[config.mk]
export PLATFORM = sky130hd
export DESIGN_NAME = hazard_control_unit
export DESIGN_NICKNAME = d
export VERILOG_FILES = /design/src/rtl/cpu_types_pkg.sv /design/src/rtl/hazard_loaduse_detect.sv /design/src/rtl/hazard_control_unit.sv
export SDC_FILE = /design/constraint.sdc
export NUM_CORES = 1
export LEC_CHECK = 0
export BUFFER_PORTS_ARGS = -buffer_cell sky130_fd_sc_hd__buf_2
export CORE_AREA = 2 2 51 53
export CTS_BUF_LIST = sky130_fd_sc_hd__clkbuf_8
export DETAILED_ROUTE_END_ITERATION = 8
export DIE_AREA = 0 0 53 55
export GPL_TIMING_DRIVEN = 0
export PLACE_DENSITY = 0.66
export SYNTH_ARGS = -nofsm -noshare
export SYNTH_HDL_FRONTEND = slang
export SYNTH_HIERARCHICAL = 1
export SYNTH_SLANG_ARGS = --single-unit
[constraint.sdc]
create_clock -name CLK -period 1.5 [get_ports CLK]
set_input_delay 0.075 -clock CLK [delete_from_list [all_inputs] [get_ports CLK]]
set_output_delay 0.075 -clock CLK [all_outputs]
set_load 0.03 [all_outputs]
[src/rtl/cpu_types_pkg.sv]
// Shared CPU pipeline types: register index type plus hazard-unit state and defaults.
package cpu_types_pkg;

  typedef logic [4:0] regbits_t;

  typedef enum logic [1:0] {
    RUN    = 2'd0,
    DSTALL = 2'd1,
    HALT   = 2'd2
  } hzstate_t;

  localparam int HZ_WAIT_MAX_DEF = 64;
  localparam int HZ_CNT_W_DEF    = 8;

endpackage

[src/rtl/hazard_loaduse_detect.sv]
// Load-use detector: a load in EX whose destination feeds an operand of the ID instruction.
module hazard_loaduse_detect
  import cpu_types_pkg::*;
(
  input  logic     ex_dren,
  input  regbits_t ex_wsel,
  input  regbits_t id_rs,
  input  regbits_t id_rt,
  output logic     load_use
);

  // $zero is never a real dependency, even when a load targets it.
  assign load_use = ex_dren && (ex_wsel != '0) &&
                    ((ex_wsel == id_rs) || (ex_wsel == id_rt));

endmodule

[src/rtl/hazard_control_unit.sv]
// Stall/flush sequencer for the 5-stage pipeline with dmem-wait FSM, halt and watchdog.
// Define HAZARD_PERF_EN to add the stall/flush/load-use performance counters.
module hazard_control_unit
  import cpu_types_pkg::*;
#(
  parameter int WAIT_MAX = HZ_WAIT_MAX_DEF,
  parameter int CNT_W    = HZ_CNT_W_DEF
) (
  input  logic        CLK,
  input  logic        RST,
  input  logic        ihit,
  input  logic        dhit,
  input  logic        mem_dREN,
  input  logic        mem_dWEN,
  input  logic        ex_dREN,
  input  logic [4:0]  ex_wsel,
  input  logic [4:0]  id_rs,
  input  logic [4:0]  id_rt,
  input  logic        ex_redirect,
  input  logic        id_jump,
  input  logic        wb_halt,
  output logic        pc_en,
  output logic        ifid_en,
  output logic        idex_en,
  output logic        exmem_en,
  output logic        memwb_en,
  output logic        ifid_flush,
  output logic        idex_flush,
  output logic        exmem_flush,
  output logic        memwb_flush,
  output logic        halted,
  output logic        mem_timeout
`ifdef HAZARD_PERF_EN
  ,
  output logic [31:0] stall_cycles,
  output logic [31:0] flush_count,
  output logic [31:0] loaduse_count
`endif
);

  hzstate_t         state, state_next;
  logic [CNT_W-1:0] wait_cnt, wait_inc;
  logic             mem_req;
  logic             load_use;

  assign mem_req  = mem_dREN | mem_dWEN;
  assign wait_inc = (wait_cnt == {CNT_W{1'b1}}) ? wait_cnt : wait_cnt + 1'b1;

  hazard_loaduse_detect u_loaduse (
    .ex_dren  (ex_dREN),
    .ex_wsel  (ex_wsel),
    .id_rs    (id_rs),
    .id_rt    (id_rt),
    .load_use (load_use)
  );

  always_ff @(posedge CLK or posedge RST) begin
    if (RST) begin
      state       <= RUN;
      wait_cnt    <= '0;
      mem_timeout <= 1'b0;
    end else begin
      state <= state_next;
      // Only a cycle spent waiting in DSTALL that stays in DSTALL counts as a wait.
      if (state == DSTALL && state_next == DSTALL) begin
        wait_cnt <= wait_inc;
        if (wait_inc == CNT_W'(WAIT_MAX))
          mem_timeout <= 1'b1;
      end else begin
        wait_cnt <= '0;
      end
    end
  end

  always_comb begin
    state_next  = state;
    pc_en       = 1'b1;
    ifid_en     = 1'b1;
    idex_en     = 1'b1;
    exmem_en    = 1'b1;
    memwb_en    = 1'b1;
    ifid_flush  = 1'b0;
    idex_flush  = 1'b0;
    exmem_flush = 1'b0;
    memwb_flush = 1'b0;
    halted      = 1'b0;

    if (RST) begin
      state_next  = RUN;
      pc_en       = 1'b0;
      ifid_en     = 1'b0;
      idex_en     = 1'b0;
      exmem_en    = 1'b0;
      memwb_en    = 1'b0;
      ifid_flush  = 1'b1;
      idex_flush  = 1'b1;
      exmem_flush = 1'b1;
      memwb_flush = 1'b1;
    end else if (state == HALT) begin
      pc_en    = 1'b0;
      ifid_en  = 1'b0;
      idex_en  = 1'b0;
      exmem_en = 1'b0;
      memwb_en = 1'b0;
      halted   = 1'b1;
    end else if (wb_halt) begin
      pc_en      = 1'b0;
      ifid_en    = 1'b0;
      idex_en    = 1'b0;
      exmem_en   = 1'b0;
      memwb_en   = 1'b0;
      state_next = HALT;
    end else if (mem_req && !dhit) begin
      // EX is frozen, so a pending redirect or load-use re-presents after the wait.
      pc_en       = 1'b0;
      ifid_en     = 1'b0;
      idex_en     = 1'b0;
      exmem_en    = 1'b0;
      memwb_flush = 1'b1;
      state_next  = DSTALL;
    end else begin
      state_next = RUN;
      if (ex_redirect) begin
        ifid_flush = 1'b1;
        idex_flush = 1'b1;
      end else if (load_use) begin
        pc_en      = 1'b0;
        ifid_en    = 1'b0;
        idex_flush = 1'b1;
      end else if (id_jump) begin
        ifid_flush = 1'b1;
      end else if (!ihit) begin
        pc_en      = 1'b0;
        ifid_flush = 1'b1;
      end
    end
  end

`ifdef HAZARD_PERF_EN
  logic perf_active, perf_flush, perf_loaduse;

  // IF/ID flush with a redirect or jump present can only come from those priorities;
  // an ID/EX flush without a redirect can only be the load-use bubble.
  assign perf_active  = (state != HALT);
  assign perf_flush   = perf_active && ifid_flush && (ex_redirect || id_jump);
  assign perf_loaduse = perf_active && idex_flush && !ex_redirect;

  always_ff @(posedge CLK or posedge RST) begin
    if (RST) begin
      stall_cycles  <= '0;
      flush_count   <= '0;
      loaduse_count <= '0;
    end else begin
      if (perf_active && !pc_en)
        stall_cycles <= stall_cycles + 32'd1;
      if (perf_flush)
        flush_count <= flush_count + 32'd1;
      if (perf_loaduse)
        loaduse_count <= loaduse_count + 32'd1;
    end
  end
`endif

endmodule

==> key figures <==
Status
  – Outcome: finished clean

STA
  – Endpoints failing setup: 0
  – Fmax: 0.6936 GHz
  – Hold WS: 0.1116 ns
  – Final hold vios: 0
  – Worst Tran Pin Value: approximately 0.5 ns
  – Min Clock Period, post-route: 1.442 ns
  – Period Utilization, post-route: between 90% and 100%
  – Fin. max-slew vios: 0
  – Worst slew margin: 65.71%
  – Clock skew: between 0.008 and 0.009 ns

Logic synthesis
  – Syn_nets: ~130
  – Ranking of synthesized cells by area: dfrtp_1 32%, xnor2_1 7.1%, xor2_1 6.1%, nor2_1 4.8%, and3_1 3.6%
  – Syn Area/Cell: 8.394 sq um
  – Synth area leader: dfrtp_1
  – Synth top area share: about a third
  – #FFs+latches synth: 11
  – Post-synth EDFFs: 0
  – Ys flop type: dfrtp_1
  – Post-synthesis sequential area ratio: roughly a third
  – Syn. warnings: 6
  – Asr flop ratio synth: 100.0%
  – Gate Count Post-Synth: 103
  – Cell variety after synth: 37
  – Synthesized area: 864.6 sq um

Flow run
  – Max-Cap Viols: 0

Placement
  – DP Wirelength: 1.617 mm
  – IO buf count: 35
  – Placed cells: 168
  – GP Congestion: ~0.84

Critical path
  – Crit path arrival time: 1.37 ns
  – Reg2reg start: wait_cnt[0]
  – Setup crit end kind: output pin
  – Setup crit start kind: input port
  – Reg-to-reg setup timing slack: 0.10 ns
  – RR Endpoint: mem_timeout
  – Worst reg-to-reg path cell count: 5
  – Kind of critical path: input port to output pin
  – Worst endpoint required time: 1.42 ns
  – Peak fanout along the critical path: 4

Finish
  – Layout fillers: about 240
  – Multi-input logic area: approximately 620 sq um
  – Commonest non-fill, non-tap cell in the layout: buf_2
  – Final net count: 171
  – Commonest non-fill, non-tap cells in the layout: 32 x buf_2, 11 x dfrtp_1, 10 x nor2_1, 9 x buf_4, 7 x xnor2_1
  – Area Growth Syn to Fin: 43.42%
  – Cell Count, Final, Fillers Out: 174
  – Share of cells above drive strength 1: 42.36%
  – FF+latch area: between 200 and 300 sq um
  – Final Util: 52.43%
  – Ant diodes: 0

Clock network
  – H-tree levels: 1
  – Num CTS Buffers: 3
  – Clock-pin slew on the worst setup and hold paths: 0.04 ns
  – Max clock buf depth: 2
  – CTS sink count: 11
  – Root buffer cell: clkbuf_8
  – CTS tree: done
  – Clk Latency, worst-skew pair: 0.24 ns

Floorplan
  – Core area: about 2400 sq um
  – Die ar.: 2915 sq um
  – Chip width: between 50 and 60 um
  – IO Count: 36
  – Die height: 55 um
  – Row cnt: 18
  – Initial Util: 36.56%

Global route
  – Largest net degree at the start of global routing: 12
  – First-pass GRT wire length: 3.477 mm
  – GRT Overall Usage: approximately 17%
  – Initial antenna violation count: 0
  – Grt total ovfl: 0
  – Vias in the first global route: 813

Pwr
  – Cell area power density: 626.2 nW/um^2
  – Switching Power: 214.8 uW
  – Comb pwr share: 23.8%
  – Max VDD drop: 0.6520 mV
  – Internal: 561.7 uW
  – Flop pwr share: 39.0%
  – Leakage power: 0.0005862 uW
  – Power after layout: slightly below 800 uW
  – Clk pwr share: 37.3%
  – Net Sw Frac: around 28%

Hold path
  – Worst Hold Class: input port to flop
  – Hold path depth: 2
  – Worst hold path endpoint: state[1]
  – Hold_sp: RST

Drt
  – Avg WL per Cell: about 12 um
  – DRT antenna net count: 0
  – Drt first-iter violations: 10
  – Post-route DRC: 0
  – Routed wire length: around 2.1 mm
  – Routed vias/inst: approximately 5.1
  – Drt pass-1 iters: 4
  – Vias: 879
## power by group through the flow
stage	sequential [uW]	combinational (uW)	clock (uW)
6_report	303	185	289
5_1_grt	303	202	306
4_1_cts	302	172	295
3_5_place_dp	307	164	0
3_3_place_gp	307	161	0
2_1_floorplan	306	95.8	0
## cells in the mapped netlist, types with 2 or more instances
master	count
a21oi_1	6
a31oi_1	4
and3_1	5
and4_1	2
buf_2	3
buf_4	2
dfrtp_1	11
inv_1	3
mux2i_1	2
nand2_1	6
nand2b_1	2
nand3_1	5
nor2_1	11
nor3_1	4
nor4_1	2
o21ai_0	2
o21bai_1	2
xnor2_1	7
xor2_1	6
## state kept, by name, indices dropped and copies added (netlist names)
name / count
state: 2
wait_cnt: 8
mem_timeout: 1
## cell type report
type	count	area share, %
plain buffers	4	2.018
clock buffers	3	3.330
clock inverters	1	0.3027
inverters	3	0.9082
multi-input cells	83	50.15
flip-flops and latches	11	22.20
well taps	30	3.027
repair buffers	39	18.06
## kinds of logic after synthesis
family | after synthesis | share of synthesized area [%]
buffers and inverters | 9 | 5.208
DFF | 11 | 31.84
AOI/OAI and AO/OA | 21 | 15.77
adders and majority gates | 1 | 1.447
and+or+nand+nor | 46 | 30.25
xor gates and xnor gates | 13 | 13.17
muxes | 2 | 2.316
## metal layers
metal | vias to the layer above | global-route usage (%) | routed length, um
li1 | 447 | - | -
met3 | 4 | 3.226 | 58
met4 | 0 | 7.265 | 32
met2 | 12 | 31.67 | 1134
met1 | 416 | 18.14 | 870
met5 | - | 0 | 0
## through the flow
step | TNS (ns) | area [sq um] | worst slack, ns
floorplan | -0.1390 | 879.6 | -0.1390
global placement | -0.2015 | 1092 | -0.07332
detailed placement | -0.2971 | 1092 | -0.1078
CTS | 0 | 1194 | 0.0003935
global route | -0.002910 | 1240 | -0.002910
finish | 0 | 1240 | 0.05822
## worst max-delay path: stages
cell and delay, ns:
buf_4 0.12, or4_4 0.52, o21ai_4 0.16, a21oi_4 0.06, a21oi_2 0.10, nor2_1 0.04, o21ai_1 0.11, buf_4 0.17
## worst max-delay path by stage
stage                 from     endpoint  slack, ns  depth (start not counted)
2_1_floorplan     state[1]      ifid_en      -0.14                          3
3_3_place_gp   wait_cnt[0]  mem_timeout      -0.07                          6
3_5_place_dp   wait_cnt[0]  mem_timeout      -0.11                          6
4_1_cts        wait_cnt[0]  mem_timeout     0.0004                          6
5_1_grt         ex_wsel[4]   ifid_flush     -0.003                          8
6_report        ex_wsel[4]   ifid_flush       0.06                          8
## timing repair
item,4_1_cts,5_1_grt
hold buffers,1,0
pin swaps,0,1
setup buffers,2,1
setup endpoints to repair,7,8
resized for setup,9,11
endpoints found under the hold margin,11,0
(Power assumes the default switching activity.)
